### src/rtl/dff_input_conditioner_pkg.sv
// Shared definitions for the dff input conditioner: FSM state encoding and
// default parameter values reused by the conditioner and its bench.
package dff_input_conditioner_pkg;

  typedef enum logic [1:0] {
    S_LOW    = 2'd0,
    S_CHK_HI = 2'd1,
    S_HIGH   = 2'd2,
    S_CHK_LO = 2'd3
  } cond_state_e;

  localparam int DEF_SYNC_STAGES   = 2;
  localparam int DEF_STABLE_CYCLES = 4;

endpackage

### src/rtl/dff_input_conditioner_sync_chain.sv
// N-flop synchronizer bringing an asynchronous level into the clk domain.
// Synchronous active-high reset clears every stage to 0.
module sync_chain #(
  parameter int STAGES = 2
) (
  input  logic clk,
  input  logic rst,
  input  logic d,
  output logic q
);

  logic [STAGES-1:0] s_q;
  logic [STAGES-1:0] s_d;

  // shift the raw level in at stage 0, oldest sample falls out at the top
  always_comb begin
    s_d = {s_q[STAGES-2:0], d};
  end

  // synchronizer registers
  always_ff @(posedge clk) begin
    if (rst) begin
      s_q <= '0;
    end else begin
      s_q <= s_d;
    end
  end

  assign q = s_q[STAGES-1];

endmodule

### src/rtl/dff_input_conditioner.sv
// Conditions a raw asynchronous level into a clean debounced d for the
// downstream dff: synchronize, debounce with a 4-state FSM, register outputs.
// Optional feature: DFF_COND_EDGE_PULSE_EN compiles registered one-cycle
// rise_p/fall_p pulses; without it both ports are tied 0.
//
// state    | meaning
// S_LOW    | output low, synchronized input agrees
// S_CHK_HI | output low, counting consecutive high samples
// S_HIGH   | output high, synchronized input agrees
// S_CHK_LO | output high, counting consecutive low samples
module dff_input_conditioner
  import dff_input_conditioner_pkg::*;
#(
  parameter int SYNC_STAGES   = DEF_SYNC_STAGES,
  parameter int STABLE_CYCLES = DEF_STABLE_CYCLES
) (
  input  logic clk,
  input  logic rst,
  input  logic d_in,
  output logic q_out,
  output logic nq_out,
  output logic rise_p,
  output logic fall_p
);

  localparam int CNT_W = $clog2(STABLE_CYCLES + 1);
  localparam logic [CNT_W-1:0] CNT_LAST = CNT_W'(STABLE_CYCLES - 1);
  localparam logic [CNT_W-1:0] CNT_ONE  = CNT_W'(1);

  logic        ds;
  cond_state_e state_q, state_d;
  logic [CNT_W-1:0] cnt_q, cnt_d;
  logic        q_q, q_d;
  logic        nq_q, nq_d;

  sync_chain #(
    .STAGES(SYNC_STAGES)
  ) u_sync (
    .clk(clk),
    .rst(rst),
    .d  (d_in),
    .q  (ds)
  );

  // debounce FSM: commit a level only after STABLE_CYCLES equal samples
  always_comb begin
    state_d = state_q;
    cnt_d   = cnt_q;
    q_d     = q_q;
    unique case (state_q)
      S_LOW: begin
        cnt_d = '0;
        if (ds) begin
          if (STABLE_CYCLES == 1) begin
            state_d = S_HIGH;
            q_d     = 1'b1;
          end else begin
            state_d = S_CHK_HI;
            cnt_d   = CNT_ONE;
          end
        end
      end
      S_CHK_HI: begin
        if (!ds) begin
          state_d = S_LOW;
          cnt_d   = '0;
        end else if (cnt_q == CNT_LAST) begin
          state_d = S_HIGH;
          cnt_d   = '0;
          q_d     = 1'b1;
        end else begin
          cnt_d = cnt_q + CNT_ONE;
        end
      end
      S_HIGH: begin
        cnt_d = '0;
        if (!ds) begin
          if (STABLE_CYCLES == 1) begin
            state_d = S_LOW;
            q_d     = 1'b0;
          end else begin
            state_d = S_CHK_LO;
            cnt_d   = CNT_ONE;
          end
        end
      end
      S_CHK_LO: begin
        if (ds) begin
          state_d = S_HIGH;
          cnt_d   = '0;
        end else if (cnt_q == CNT_LAST) begin
          state_d = S_LOW;
          cnt_d   = '0;
          q_d     = 1'b0;
        end else begin
          cnt_d = cnt_q + CNT_ONE;
        end
      end
      default: begin
        state_d = S_LOW;
        cnt_d   = '0;
        q_d     = 1'b0;
      end
    endcase
    // nq is its own flop loaded from the same next value, so it can never
    // disagree with q for even one cycle
    nq_d = ~q_d;
  end

  // FSM, counter and output registers
  always_ff @(posedge clk) begin
    if (rst) begin
      state_q <= S_LOW;
      cnt_q   <= '0;
      q_q     <= 1'b0;
      nq_q    <= 1'b1;
    end else begin
      state_q <= state_d;
      cnt_q   <= cnt_d;
      q_q     <= q_d;
      nq_q    <= nq_d;
    end
  end

  assign q_out  = q_q;
  assign nq_out = nq_q;

`ifdef DFF_COND_EDGE_PULSE_EN
  logic rise_q, rise_d;
  logic fall_q, fall_d;

  // a commit is exactly a change between the current and next output level
  always_comb begin
    rise_d = q_d & ~q_q;
    fall_d = ~q_d & q_q;
  end

  // pulses registered alongside q so they coincide with the new level
  always_ff @(posedge clk) begin
    if (rst) begin
      rise_q <= 1'b0;
      fall_q <= 1'b0;
    end else begin
      rise_q <= rise_d;
      fall_q <= fall_d;
    end
  end

  assign rise_p = rise_q;
  assign fall_p = fall_q;
`else
  assign rise_p = 1'b0;
  assign fall_p = 1'b0;
`endif

endmodule

### config.mk
export PLATFORM = sky130hd
export DESIGN_NAME = dff_input_conditioner
export DESIGN_NICKNAME = d
export VERILOG_FILES = /design/src/rtl/dff_input_conditioner_pkg.sv /design/src/rtl/dff_input_conditioner_sync_chain.sv /design/src/rtl/dff_input_conditioner.sv
export SDC_FILE = /design/constraint.sdc
export NUM_CORES = 1
export LEC_CHECK = 0
export ABC_AREA = 1
export CELL_PAD_IN_SITES_DETAIL_PLACEMENT = 1
export CELL_PAD_IN_SITES_GLOBAL_PLACEMENT = 1
export CORE_AREA = 8 8 45 47
export DETAILED_ROUTE_END_ITERATION = 10
export DIE_AREA = 0 0 53 55
export HOLD_SLACK_MARGIN = 0.08
export PLACE_DENSITY_LB_ADDON = 0.1
export SYNTH_ARGS = -nofsm -noshare
export SYNTH_HDL_FRONTEND = slang
export SYNTH_SLANG_ARGS = --single-unit
### constraint.sdc
create_clock -name clk -period 1.41 [get_ports clk]
set_input_delay 0.282 -clock clk [delete_from_list [all_inputs] [get_ports clk]]
set_output_delay 0.282 -clock clk [all_outputs]
set_load 0.03 [all_outputs]
# ---- After elaboration in Yosys (flattened, before gate mapping)
# Cells that the tools add are included.
dict set report totals {
  register_bits 9
  wordCells 35
  out_inout_bits 4
  in_bits 3
}
dict set report classes {
  n_eq_ne 8
  add_sub_neg 1
  reduce_logical 2
  mux 18
  n_bitwise 1
}
# operator count
set op_table {}
lappend op_table {{2-bit two-way mux} 6}
lappend op_table {{3-bit one-hot mux with 4 select lines} 1}
lappend op_table {{3-bit two-way mux} 3}
lappend op_table {{2-bit one-hot mux with 4 select lines} 1}
lappend op_table {{1-bit two-way mux} 6}
lappend op_table {{2-bit equality test (second input constant)} 2}
lappend op_table {{4-bit AND reduction} 1}
lappend op_table {{3-bit by 1-bit adder with 3-bit output (second input constant)} 1}
lappend op_table {{3-bit by 2-bit equality test with 1-bit output (second input constant)} 1}
lappend op_table {{3-bit by 2-bit != test with 1-bit output (second input constant)} 1}
lappend op_table {{3-bit != test (second input constant)} 1}
lappend op_table {{2-bit by 1-bit equality test with 1-bit output (second input constant)} 1}
lappend op_table {{2-bit zero test} 1}
lappend op_table {{2-bit by 1-bit != test with 1-bit output (second input constant)} 1}
lappend op_table {{2-bit != test (second input constant)} 1}
lappend op_table {{1-bit one-hot mux with 2 select lines} 1}
lappend op_table {{1-bit NOT} 1}

# ---- Longest topological paths before layout
dict set report depth {
  ltp_word 5
  depth_mapped 8
  mapped_depth_nobuf 8
}

# ---- By module
# Synthesis repeated with hierarchy kept, for this count alone.
dict set report unflattened {
  cells_unflattened 47
  area_unflattened_um2 362.8
}
# module seq_area_each_um2 cells_each area_each_um2 n_inst
set by_module_without_submodules {}
lappend by_module_without_submodules {dff_input_conditioner 140.1 41 307.8 1}
lappend by_module_without_submodules {sync_chain 40.0 6 55.1 1}

# ---- Worst setup path after synthesis
# No wires, ideal clock.
dict set report synth_path {
  path_kind {reg2reg}
  from {register cnt_q[0]}
  to {register nq_q (netlist: nq_out)}
  path_slack_ns 0.429
  stages_incl_launch_ff 9
  period_less_slack_ns 0.981
  t_arrival_ns 0.869
  cell_sequence {dfxtp_1 > ha_1 > inv_1 > nor2_4 > nand2_1 > nand2_1 > nand2_2 > inv_1 > nand2_1}
}
dict set report synth_via {
  elab_chain_len 5
  word_cells_on_any_way 7
  cone_classes {1 x eq/ne; 5 x mux; 1 x bitwise}
}
# item line_no
set synth_rtl {}
lappend synth_rtl {{from (decl)} dff_input_conditioner.sv:32} ;# logic [CNT_W-1:0] cnt_q, cnt_d;
lappend synth_rtl {{from (signal assigned)} dff_input_conditioner.sv:119} ;# cnt_q <= cnt_d;
lappend synth_rtl {{3-bit by 2-bit equality test with 1-bit output (*)} {dff_input_conditioner.sv:67, dff_input_conditioner.sv:91}}
lappend synth_rtl {{1-bit two-way mux (on tied branches)} {dff_input_conditioner.sv:91, dff_input_conditioner.sv:67}}
lappend synth_rtl {{1-bit two-way mux (on tied branches)} {dff_input_conditioner.sv:88, dff_input_conditioner.sv:64}}
lappend synth_rtl {{1-bit one-hot mux with 2 select lines (*)} dff_input_conditioner.sv:50} ;# unique case (state_q)
lappend synth_rtl {{1-bit NOT (*)} dff_input_conditioner.sv:107} ;# nq_d = ~q_d;
lappend synth_rtl {{to (signal assigned)} dff_input_conditioner.sv:121} ;# nq_q <= nq_d;
lappend synth_rtl {{to (decl)} dff_input_conditioner.sv:34} ;# logic nq_q, nq_d;
# Mark *: on every way between the ends. The rest lies on a longest branch, timed or not.
# A chain may end at the register's enable or synchronous reset.

==> summary.md <==
| Metric | Value |
|---|---|
| Max Root-Sink Buffers | `2` |
| Distinct cell type count after synthesis | `17` |
| YS warnings | `0` |
| Final setup TNS | `0 ns` |
| Hold buffers post-CTS | `0` |
| Crit-path cells | `dlygate4sd2_1` |
| Residual DRC | `0` |
| Crit-path max cell delay | `0.41 ns` |
| Avg WL per Cell | `around 10 µm` |
| Seq cells post-synth | `9` |
| Sequential share of power | `53.5%` |
| Largest net degree at the start of global routing | `7` |
| Synth cell count leaders | `nand2_1 (12), dfxtp_1 (9), inv_1 (7), nand2_2 (3), nor2_1 (3)` |
| Buf/Inv on CP | `1` |
| Number of port buffers | `4` |
| CP endpoint kind | `output pin` |
| RSZ-0062 raised after global routing | `false` |
| Critical path arrival | `1.02 ns` |
| Setup-failing EPs final | `0` |
| Mapped Area | `396.6 µm²` |
| Register area share after synthesis | `45.43%` |
| Die ar. | `0.002915 mm²` |
| DP Wirelength | `around 600 µm` |
| CP max stage cell | `dlygate4sd2_1` |
| Antenna diodes | `0` |
| Core area | `0.001384 mm²` |
| Starting Density | `28.66%` |
| Routed vias/inst | `4.319` |
| Via count | `~310` |
| Final wirelength | `717 µm` |
| Worst Skew | `~0.0021 ns` |
| Crit share post-route | `between 90% and 100%` |
| Maxcap violations | `0` |
| Drt initial violations | `0` |
| Most common cell in the netlist | `nand2_1` |
| Pwr/cell area | `1040 mW/mm²` |
| Num Clock Sinks | `9` |
| EDFF count, synth | `0` |
| Vias in the first global route | `about 310` |
| Worst-skew pair later-pin latency | `0.26 ns` |
| Max VDD drop | `0.3499 mV` |
| Min Tclk post-route | `1.299 ns` |
| Yosys top cell area share | `45.43%` |
| Htree depth | `1` |
| Synth Area per Inst | `8.094 µm²` |
| Worst setup SP type | `flip-flop` |
| Die Wd | `53 µm` |
| Site Rows | `14` |
| Area leader, netlist | `dfxtp_1` |
| Layout cells sized above 1 | `between 20% and 30%` |
| Asr flop ratio synth | `0%` |
| Leakage power | `roughly 0.2 nW` |
| Setup WS post-layout | `between 0.1 and 0.15 ns` |
| Grt total ovfl | `0` |
| GPL Wtd Cong | `0.8352` |
| Reg clk slew, reported paths | `0.06 ns` |
| F_max | `0.7701 GHz` |
| CTS tree | `yes` |
| Psw | `0.1111 mW` |
| Most used flip-flop cell after synthesis | `dfxtp_1` |
| Finished Layout Cells | `72` |
| First-pass GRT wire length | `1324 µm` |
| Crit path kind | `reg2out` |
| Int Power | `0.3769 mW` |
| Area grow syn2layout | `18.30%` |
| Comb power frac | `around 5.5%` |
| # IOs | `7` |
| HP Class | `reg2reg` |
| Drt pass-1 iters | `1` |
| DRT antenna net count | `0` |
| Synth area leaders | `dfxtp_1 (45%), nand2_1 (11%), inv_1 (6.6%)` |
| Cells after Synth | `between 40 and 50` |
| Clock Tree Root | `clkbuf_4` |
| Layout Nets | `61` |
| Total Power | `0.4880 mW` |
| Clock Power Share | `40.9%` |
| Initial antenna violation count | `0` |
| Switching Share | `a little under a quarter` |
| GRT Total Usage | `6.404%` |
| Worst path required time | `1.13 ns` |
| Status | `completed` |
| CTS buffer count | `3` |
| Max Fanout on Critical Path | `3` |
| Critical path's top delay family | `buffers and inverters` |
| Dpl cells | `68` |
| Final Hold Fails | `0` |
| WHS | `0.4030 ns` |
| Max Transition Viols Final | `0` |
| Die Y-Extent | `approximately 55 µm` |
| Placement Setup Slack | `0.1041 ns` |
## per-stage QoR
step                      utilization (%)  instance area (µm²)
after floorplan                         -                400.4
after global placement              32.19                445.4
final                               33.91                469.2
after CTS                           33.91                469.2
after global routing                33.91                469.2
after detailed placement            32.19                445.4
## cell type report
type	count	area, µm²
flip-flops and latches	9	180.2
fillers	173	914.6
multi-input cells	30	171.4
inverters	9	33.78
well taps	16	20.02
clock buffers	4	26.28
repair buffers	4	37.54
## worst paths after layout
check	start	end	slack, ns	depth (start not counted)
setup / recovery	flip-flop	q_out	0.11	1
hold / removal	u_sync.s_q[0]	u_sync.s_q[1]	0.40	2
setup reg to reg	cnt_q[0]	nq_out	0.31	8
hold reg to reg	u_sync.s_q[0]	u_sync.s_q[1]	0.40	2
## layout by cell type, fill, tap and decap left out
master / Yosys / routed
o211ai_1: 1 / 1
clkbuf_1: 0 / 1
ha_1: 1 / 1
clkbuf_4: 0 / 3
nand3_1: 1 / 1
nor2_1: 3 / 3
inv_2: 2 / 2
conb_1: 1 / 2
nand4_1: 1 / 1
a21oi_2: 1 / 1
nand2_2: 3 / 3
nand2_1: 12 / 12
dfxtp_1: 9 / 9
clkdlybuf4s50_1: 0 / 2
inv_1: 7 / 7
a21oi_1: 1 / 1
nor2_4: 1 / 1
nor3_2: 2 / 2
dlygate4sd2_1: 0 / 2
nor3b_2: 1 / 1
## power by group through the flow
stage | clock, mW | sequential (mW) | combinational (mW)
2_1_floorplan | 0 | 0.266 | 0.0222
3_3_place_gp | 0 | 0.267 | 0.0266
3_5_place_dp | 0 | 0.267 | 0.0274
4_1_cts | 0.209 | 0.261 | 0.0273
5_1_grt | 0.230 | 0.261 | 0.0296
6_report | 0.200 | 0.261 | 0.0270
## cells by family after synthesis
family          share of synthesized area, %
compound gates                         5.363
flops                                  45.43
buf+inv                                12.30
simple gates                           32.81
other cells                           0.9455
fa+ha+maj                              3.154
## layer usage
layer / vias to the layer above / global-route usage (%) / part of all wire [%] / routed length (µm)
li1: 158 / - / - / -
met1: 149 / 6.870 / 44 / 315
met2: 4 / 8.984 / 50 / 355
met3: 0 / 3.743 / 6.4 / 46
met4: 0 / 5.172 / 0 / 0
met5: - / 0 / 0 / 0
## timing repair
| item | CTS | global route |
|---|---|---|
| setup endpoints to repair | 2 | 0 |
| resized for setup | 2 | 0 |
| setup buffers | 0 | 0 |
| hold endpoints to repair | 0 | 0 |
Note: power is estimated with default switching activity, not from simulation.
